$ cat config.mk
export PLATFORM = sky130hd
export DESIGN_NAME = div_frec_multi_flat
export DESIGN_NICKNAME = d
export VERILOG_FILES = /design/src/rtl/div_frec_pkg.sv /design/src/rtl/div_frec_multi_if.sv /design/src/rtl/div_frec_ch.sv /design/src/rtl/div_frec_multi.sv /design/src/flat_wrapper.sv
export SDC_FILE = /design/constraint.sdc
export NUM_CORES = 1
export LEC_CHECK = 0
export CAP_MARGIN = 0
export CORE_MARGIN = 2
export CORE_UTILIZATION = 35
export CTS_BUF_LIST = sky130_fd_sc_hd__clkbuf_2
export DETAILED_ROUTE_END_ITERATION = 12
export DONT_BUFFER_PORTS = 1
export HOLD_SLACK_MARGIN = 0.05
export MAX_ROUTING_LAYER = met4
export PLACE_DENSITY = 0.59
export SLEW_MARGIN = 20
export SYNTH_ARGS = -nofsm -noshare
export SYNTH_HDL_FRONTEND = slang
export SYNTH_SLANG_ARGS = --single-unit
$ cat constraint.sdc
create_clock -name clkIn -period 2.34 [get_ports clkIn]
set_clock_uncertainty 0.05 [all_clocks]
set_input_delay 0.234 -clock clkIn [delete_from_list [all_inputs] [get_ports clkIn]]
set_output_delay 0.234 -clock clkIn [all_outputs]
set_load 0.01 [all_outputs]
$ cat src/rtl/div_frec_pkg.sv
// ----------------------------------------------------------------------------
// div_frec_pkg : shared divider helpers (ratio, counter width, half period)
// Rev 1.0
// ----------------------------------------------------------------------------
`default_nettype none

package div_frec_pkg;

    localparam int C_MIN_DIV = 2;

    function automatic int div_of(input int clk_hz, input int freq);
        return clk_hz / freq;
    endfunction

    function automatic int cw_of(input int div);
        return (div < 2) ? 1 : $clog2(div);
    endfunction

    // Floor of half the period: the low phase length of the square wave.
    function automatic int half_of(input int div);
        return div / 2;
    endfunction

endpackage

`default_nettype wire

$ cat src/rtl/div_frec_multi_if.sv
// ----------------------------------------------------------------------------
// div_frec_multi_if : per-channel enable/clear/tick(/sq) bundle
// Rev 1.0
// ----------------------------------------------------------------------------
`default_nettype none

interface div_frec_multi_if #(
    parameter int CH = 2
);
    logic [CH-1:0] en;
    logic [CH-1:0] clr;
    logic [CH-1:0] tick;
`ifdef DIV_FREC_SQUARE_OUT_EN
    logic [CH-1:0] sq;

    modport master (output en, output clr, input tick, input sq);
    modport slave  (input en, input clr, output tick, output sq);
`else
    modport master (output en, output clr, input tick);
    modport slave  (input en, input clr, output tick);
`endif
endinterface

`default_nettype wire

$ cat src/rtl/div_frec_ch.sv
// ----------------------------------------------------------------------------
// div_frec_ch : one divider channel, counter + tick (+ sq with DIV_FREC_SQUARE_OUT_EN)
// Rev 1.0
// ----------------------------------------------------------------------------
`default_nettype none

module div_frec_ch
    import div_frec_pkg::*;
#(
    parameter int DIV = 10
) (
    input  logic clkIn,
    input  logic rstN,
    input  logic en_i,
    input  logic clr_i,
    output logic tick_o
`ifdef DIV_FREC_SQUARE_OUT_EN
    ,
    output logic sq_o
`endif
);

    localparam int              CW        = cw_of(DIV);
    localparam int              H         = half_of(DIV);
    localparam logic [CW-1:0]   C_LAST    = CW'(DIV - 1);
    localparam logic [CW-1:0]   C_HALF_M1 = CW'(H - 1);

    logic [CW-1:0] cnt_q, cnt_d;
    logic          tick_q, tick_d;
    logic          at_last;

    assign at_last = (cnt_q == C_LAST);

    always_comb begin
        cnt_d  = cnt_q;
        tick_d = 1'b0;
        if (clr_i) begin
            cnt_d = '0;
        end else if (en_i) begin
            cnt_d  = at_last ? '0 : cnt_q + CW'(1);
            tick_d = at_last;
        end
    end

    always_ff @(posedge clkIn or negedge rstN) begin
        if (!rstN) begin
            cnt_q  <= '0;
            tick_q <= 1'b0;
        end else begin
            cnt_q  <= cnt_d;
            tick_q <= tick_d;
        end
    end

    assign tick_o = tick_q;

`ifdef DIV_FREC_SQUARE_OUT_EN
    logic sq_q, sq_d;

    // Falls on the wrap edge so the falling edge lines up with the tick.
    always_comb begin
        sq_d = sq_q;
        if (clr_i) begin
            sq_d = 1'b0;
        end else if (en_i) begin
            if (at_last) begin
                sq_d = 1'b0;
            end else if (cnt_q == C_HALF_M1) begin
                sq_d = 1'b1;
            end
        end
    end

    always_ff @(posedge clkIn or negedge rstN) begin
        if (!rstN) begin
            sq_q <= 1'b0;
        end else begin
            sq_q <= sq_d;
        end
    end

    assign sq_o = sq_q;
`endif

endmodule

`default_nettype wire

$ cat src/rtl/div_frec_multi.sv
// ----------------------------------------------------------------------------
// div_frec_multi : CH independent clock-enable dividers, DIV = CLK_HZ / FREQ
// Optional square-wave outputs: define DIV_FREC_SQUARE_OUT_EN.  Rev 1.0
// ----------------------------------------------------------------------------
`default_nettype none

module div_frec_multi
    import div_frec_pkg::*;
#(
    parameter int CLK_HZ = 100_000_000,
    parameter int FREQ   = 60,
    parameter int CH     = 2
) (
    input  logic             clkIn,
    input  logic             rstN,
    div_frec_multi_if.slave  bus
);

    localparam int DIV = div_of(CLK_HZ, FREQ);

    if (DIV < C_MIN_DIV) begin : g_div_chk
        $fatal(1, "div_frec_multi: DIV=%0d must be at least 2", DIV);
    end

    if (CH < 1) begin : g_ch_chk
        $fatal(1, "div_frec_multi: CH=%0d must be at least 1", CH);
    end

    for (genvar i = 0; i < CH; i++) begin : g_ch
        div_frec_ch #(
            .DIV (DIV)
        ) u_ch (
            .clkIn  (clkIn),
            .rstN   (rstN),
            .en_i   (bus.en[i]),
            .clr_i  (bus.clr[i]),
            .tick_o (bus.tick[i])
`ifdef DIV_FREC_SQUARE_OUT_EN
            ,
            .sq_o   (bus.sq[i])
`endif
        );
    end

endmodule

`default_nettype wire

$ cat src/flat_wrapper.sv
// flat-port wrapper written by rule: the top's interface ports become plain ports
module div_frec_multi_flat import div_frec_pkg::*;
#(
    parameter int CLK_HZ = 100_000_000,
    parameter int FREQ   = 60,
    parameter int CH     = 2
)
  (clkIn, rstN, bus_en, bus_clr, bus_tick);
  div_frec_multi_if #(.CH(CH)) bus_i ();
  input  logic clkIn;
  input  logic rstN;
  input wire logic [$bits(bus_i.en)-1:0] bus_en;
  input wire logic [$bits(bus_i.clr)-1:0] bus_clr;
  output wire logic [$bits(bus_i.tick)-1:0] bus_tick;
  assign bus_i.en = bus_en;
  assign bus_i.clr = bus_clr;
  assign bus_tick = bus_i.tick;
  div_frec_multi #(.CLK_HZ(CLK_HZ), .FREQ(FREQ), .CH(CH)) u_core (.clkIn(clkIn), .rstN(rstN), .bus(bus_i));
endmodule
* After elaboration in Yosys (flattened, before gate mapping)
Index checks and enable logic that the tools add are counted.
** Word-level totals
- Output and inout bits :: 2
- Bits in registers :: 44
- Input port bits :: 6
** Cells by class
- Reductions and logical operators :: 2
- $add $sub $neg :: 2
- Mux-type cells :: 10
- Equality and inequality tests :: 2
** Operators with widths (count)
- 21-bit two-way mux :: 6
- 21-bit by 1-bit adder with 21-bit output (second input constant) :: 2
- 21-bit equality test (second input constant) :: 2
- 1-bit two-way mux :: 4
- 2-bit nonzero test :: 2

* Longest topological paths before layout
- Depth in word-level cells :: 4
- Mapped depth :: 8

* Modules after synthesis
A second synthesis with hierarchy kept.
** Second synthesis, totals
- Cell total of the unflattened synthesis :: 272
- Area, all modules :: 2494.9 µm²
** By module, submodules not included
- div_frec_ch :: area each 1247.4 µm², instances 2, cells an instance 136

* Worst setup path after synthesis
OpenSTA, ideal clock, no wires.
- Path kind :: reg2reg
- Start point :: register u_core.g_ch[1].u_ch.cnt_q[15]
- End point :: register u_core.g_ch[1].u_ch.cnt_q[3]
- Cell stages (with the launch flop) :: 7
- Data required time :: 2.166 ns
- Period minus slack after synthesis :: 1.881 ns
- Path buffers :: 1
- Arrival :: 1.707 ns
- Setup slack :: 0.459 ns
- Path through :: dfrtp_1 or4b_1 nor4_2 buf_6 nand2_4 o21bai_4 nor2_1
** On the way
- Cells in the longest elaborated chain, start to end :: 4
** Ends and longest elaborated chain
- start: declaration :: RTL line div_frec_ch.sv:28 : logic [CW-1:0] cnt_q, cnt_d;
- start signal: assignment :: RTL line div_frec_ch.sv:50 : cnt_q <= cnt_d;
- 21-bit equality test :: RTL line div_frec_ch.sv:32 : assign at_last = (cnt_q == C_LAST);
- 21-bit two-way mux :: RTL line div_frec_ch.sv:40 : cnt_d = at_last ? '0 : cnt_q + CW'(1);
- 21-bit two-way mux :: RTL line div_frec_ch.sv:39 : end else if (en_i) begin
- 21-bit two-way mux :: RTL line div_frec_ch.sv:37 : if (clr_i) begin
No other way between the ends. The select of a mux whose other input is x is not followed.
A chain may end at the register's enable or synchronous reset.

* Worst setup path after layout
- Start point :: register u_core.g_ch[1].u_ch.cnt_q[15]
- End point :: register u_core.g_ch[1].u_ch.cnt_q[16]
** On the way
- Cells in the longest elaborated chain, start to end :: 4
- Elaborated cells between the ends (all ways) :: 5
- Classes of those cells :: add/sub (1); eq/ne (1); mux (3)
** Ends and longest elaborated chain (RTL line)
- 21-bit by 1-bit adder with 21-bit output or 21-bit equality test (tied branches) :: div_frec_ch.sv:40, div_frec_ch.sv:32
- 21-bit two-way mux * :: div_frec_ch.sv:40
- 21-bit two-way mux * :: div_frec_ch.sv:39
- 21-bit two-way mux * :: div_frec_ch.sv:37
Every way passes the cells marked *; elsewhere a longest branch is shown, timed or not. The select of a mux whose other input is x is not followed.

==> qor.yml <==
sta:
  slew_headroom_pct: 49.1
  rsz0062_at_grt: "no"
  postLayoutSetupSlackWorst_ns: 0.269
  fin_crit_ns: 2.07
  fmax_mhz: 483
  fin_crit_sh_pct: 88.5
  slew_violations: 0
  setup_violations: 0
  hold_viol: 0
  fin_setup_tns_ns: 0
  tightestPinTransition_ns: 0.764
synth:
  synth-seq-area-share_pct: 44.6
  synth_fp_nets: 276
  synth-edff-count: 0
  avgSynthCellArea_um2: 9.28
  ys_ff_latch: 44
  yosys.area.top_type: "dfrtp_1"
  synth_top_cell_area_share_pct: 44.6
  synth_cells: 266
  synthArstFlopShare_pct: 100
  ys_types: 47
  synthTopCellsByArea: "dfrtp_1 45%, nor2_1 6.1%, xor2_1 6.0%"
  yosysWarningCount: 0
  synth.cell_area_um2: 2470
  ys.flop_type: "dfrtp_1"
clock_network:
  cts-root-buf: "clkbuf_2"
  numCtsBuffers: 5
  cts_setup_buffers: 0
  htreeDepth: 2
  cts_tree: "done"
  postCtsHoldBufs: 7
  cts.path.max_buffers: 2
  clock_latency_ns: 0.45
  cts.sinks: 44
  ctsResizeCount: 0
  cts.clk_slew.worst_paths_ns: 0.27
routing:
  final_antenna_net_count: 0
  drt-pass1-iter-count: 6
  num_vias: 1987
  wl_mm: 5.42
  drt_iter0_drc: 87
  wl_per_cell_um: 14.4
  remaining_drc_errors: 0
  avgViaCountPerCell: 5.30
power:
  clkPwrFrac_pct: 35.3
  leakage_nw: 1.09
  power.density_nw_per_um2: 481
  p_switching_uw: 343
  pwr-share-seq_pct: 58.4
  vdd_drop_max_v: 0.000285
  switching_share_pct: 25.9
  p_int_uw: 984
  combPwrFrac_pct: 6.3
die:
  initial_core_util_pct: 36.3
  die-area_um2: 7740
  io_pins: 8
  dieHeight_um: 88.0
  die_w_um: 88.0
  num_rows: 30
  coreArea_um2: 6790
critical_path:
  critPathLaunch: "u_core.g_ch[1].u_ch.cnt_q[15]$_DFFE_PN0P_"
  arrival_ns: 2.37
  end_kind: "flop"
  crit_required_ns: 2.64
  cp-start-kind: "flop"
  r2r_end: "u_core.g_ch[1].u_ch.cnt_q[16]$_DFFE_PN0P_"
  worstSetupEndpoint: "u_core.g_ch[1].u_ch.cnt_q[16]$_DFFE_PN0P_"
  r2r_cells: 6
  worst-setup-path-type: "flop to flop"
  cp_max_fo: 7
  worstReg2RegStart: "u_core.g_ch[1].u_ch.cnt_q[15]$_DFFE_PN0P_"
  r2r_slack_ns: 0.27
global_routing:
  antenna_found_initial: 0
  grt-ovfl-total: 0
  grt_usage_pct: 15.7
  grt_first_pass_wirelength_mm: 9.32
  grt_pass1_vias: 2019
  grt_max_degree: 45
placed_design:
  gp_congestion: 0.831
  pre_cts_ws_ns: 0.344
  dp_hpwl_mm: 3.61
  placed_area_um2: 2580
  io_buffer_count: 0
layout:
  antenna_cells: 0
  postLayoutCellArea_um2: 2760
  areaGrowthSynthToFinish_pct: 11.8
  nets: 288
  drive_gt1_share_pct: 10.0
outcome:
  status: "completed"
job:
  maxCapViolations: 0
min_path:
  min_path_type: "input pin to flop"
metal layers:
layer / GRT usage [%] / vias to the layer above / share of wire (%)
li1: - / 978 / -
met2: 25.5 / 23 / 50
met5: - / - / 0
met1: 19.6 / 976 / 47
met4: 5.45 / 0 / 1.3
met3: 3.11 / 10 / 2.2
cell usage after synthesis, types with 3 or more instances:
cell	instances
and2_1	3
inv_1	8
or3_1	3
xnor2_1	5
o21ai_1	5
and3_1	3
o21ai_0	8
nor3_1	6
clkbuf_1	6
mux2i_1	3
nand2_1	15
ha_1	4
nand3b_1	3
xor2_1	17
a21oi_1	19
a22oi_1	6
nor2_1	40
nand3_1	17
nand4_1	14
dfrtp_1	44
registers in the layout, summed over array words and instances (netlist names):
| name | cells |
|---|---|
| u_core.g_ch.u_ch.tick_o | 2 |
| u_core.g_ch.u_ch.cnt_q | 42 |
area by class of cell:
type,count,area [µm²]
clock inverters,3,46.3
multi-input cells,204,1280
well taps,96,120
flip-flops and latches,44,1100
fillers,677,4040
inverters,8,30.0
repair buffers,15,153
clock buffers,5,25.0
power by group through the flow:
stage	clock [mW]	sequential (mW)	combinational [mW]
floorplan	0	0.786	0.0418
global placement	0	0.787	0.0446
detailed placement	0	0.788	0.0450
CTS	0.475	0.775	0.0825
global route	0.516	0.777	0.0945
finish	0.468	0.775	0.0839
metrics by stage:
stage / power [mW] / utilization [%] / hold WS (ns) / cells
global route: 1.39 / 40.6 / 0.0577 / 375
CTS: 1.33 / 40.3 / 0.0539 / 373
detailed placement: 0.833 / 38.0 / -0.109 / 358
finish: 1.33 / 40.6 / 0.0975 / 375
global placement: 0.832 / 38.0 / -0.109 / 358
floorplan: 0.828 / - / -0.112 / 266
cells by family (layout without fill, tap and decap cells):
group | after synthesis | after routing | synth area share, %
muxes | 5 | 5 | 2.13
adders and majority gates | 4 | 4 | 2.03
xor gates and xnor gates | 22 | 22 | 7.81
AOI/OAI and AO/OA | 47 | 47 | 11.7
buffers and inverters | 18 | 31 | 3.65
and+or+nand+nor | 126 | 126 | 28.1
DFF | 44 | 44 | 44.6
cells in the final DEF, fill, tap and decap left out, types with 8 or more instances in the layout:
cell type / Yosys / routed
nand2_1: 15 / 15
xor2_1: 17 / 17
dfrtp_1: 44 / 44
nor2_1: 40 / 40
nand3_1: 17 / 17
nand4_1: 14 / 14
dlygate4sd3_1: 0 / 8
o21ai_0: 8 / 8
a21oi_1: 19 / 19
inv_1: 8 / 8
worst max-delay path: stages (launching register included):
cell       delay, ns
dfrtp_1         0.49
or4b_1          0.54
nor4_2          0.32
buf_4           0.20
a21o_2          0.17
nand4bb_1       0.13
a21oi_1         0.07
worst min path at each step:
| stage | cells past startpoint | slack (ns) | to | from |
|---|---|---|---|---|
| 2_1_floorplan | 0 | -0.11 | u_core.g_ch[0].u_ch.cnt_q[0]$_DFFE_PN0P_ | rstN |
| 3_3_place_gp | 0 | -0.11 | u_core.g_ch[1].u_ch.cnt_q[11]$_DFFE_PN0P_ | rstN |
| 3_5_place_dp | 0 | -0.11 | u_core.g_ch[1].u_ch.cnt_q[11]$_DFFE_PN0P_ | rstN |
| 4_1_cts | 3 | 0.05 | u_core.g_ch[1].u_ch.tick_o$_DFF_PN0_ | bus_en[1] |
| 5_1_grt | 2 | 0.06 | u_core.g_ch[0].u_ch.cnt_q[14]$_DFFE_PN0P_ | bus_clr[0] |
| 6_report | 2 | 0.1 | u_core.g_ch[0].u_ch.cnt_q[14]$_DFFE_PN0P_ | bus_clr[0] |
Note: power is estimated with default switching activity, not from simulation.
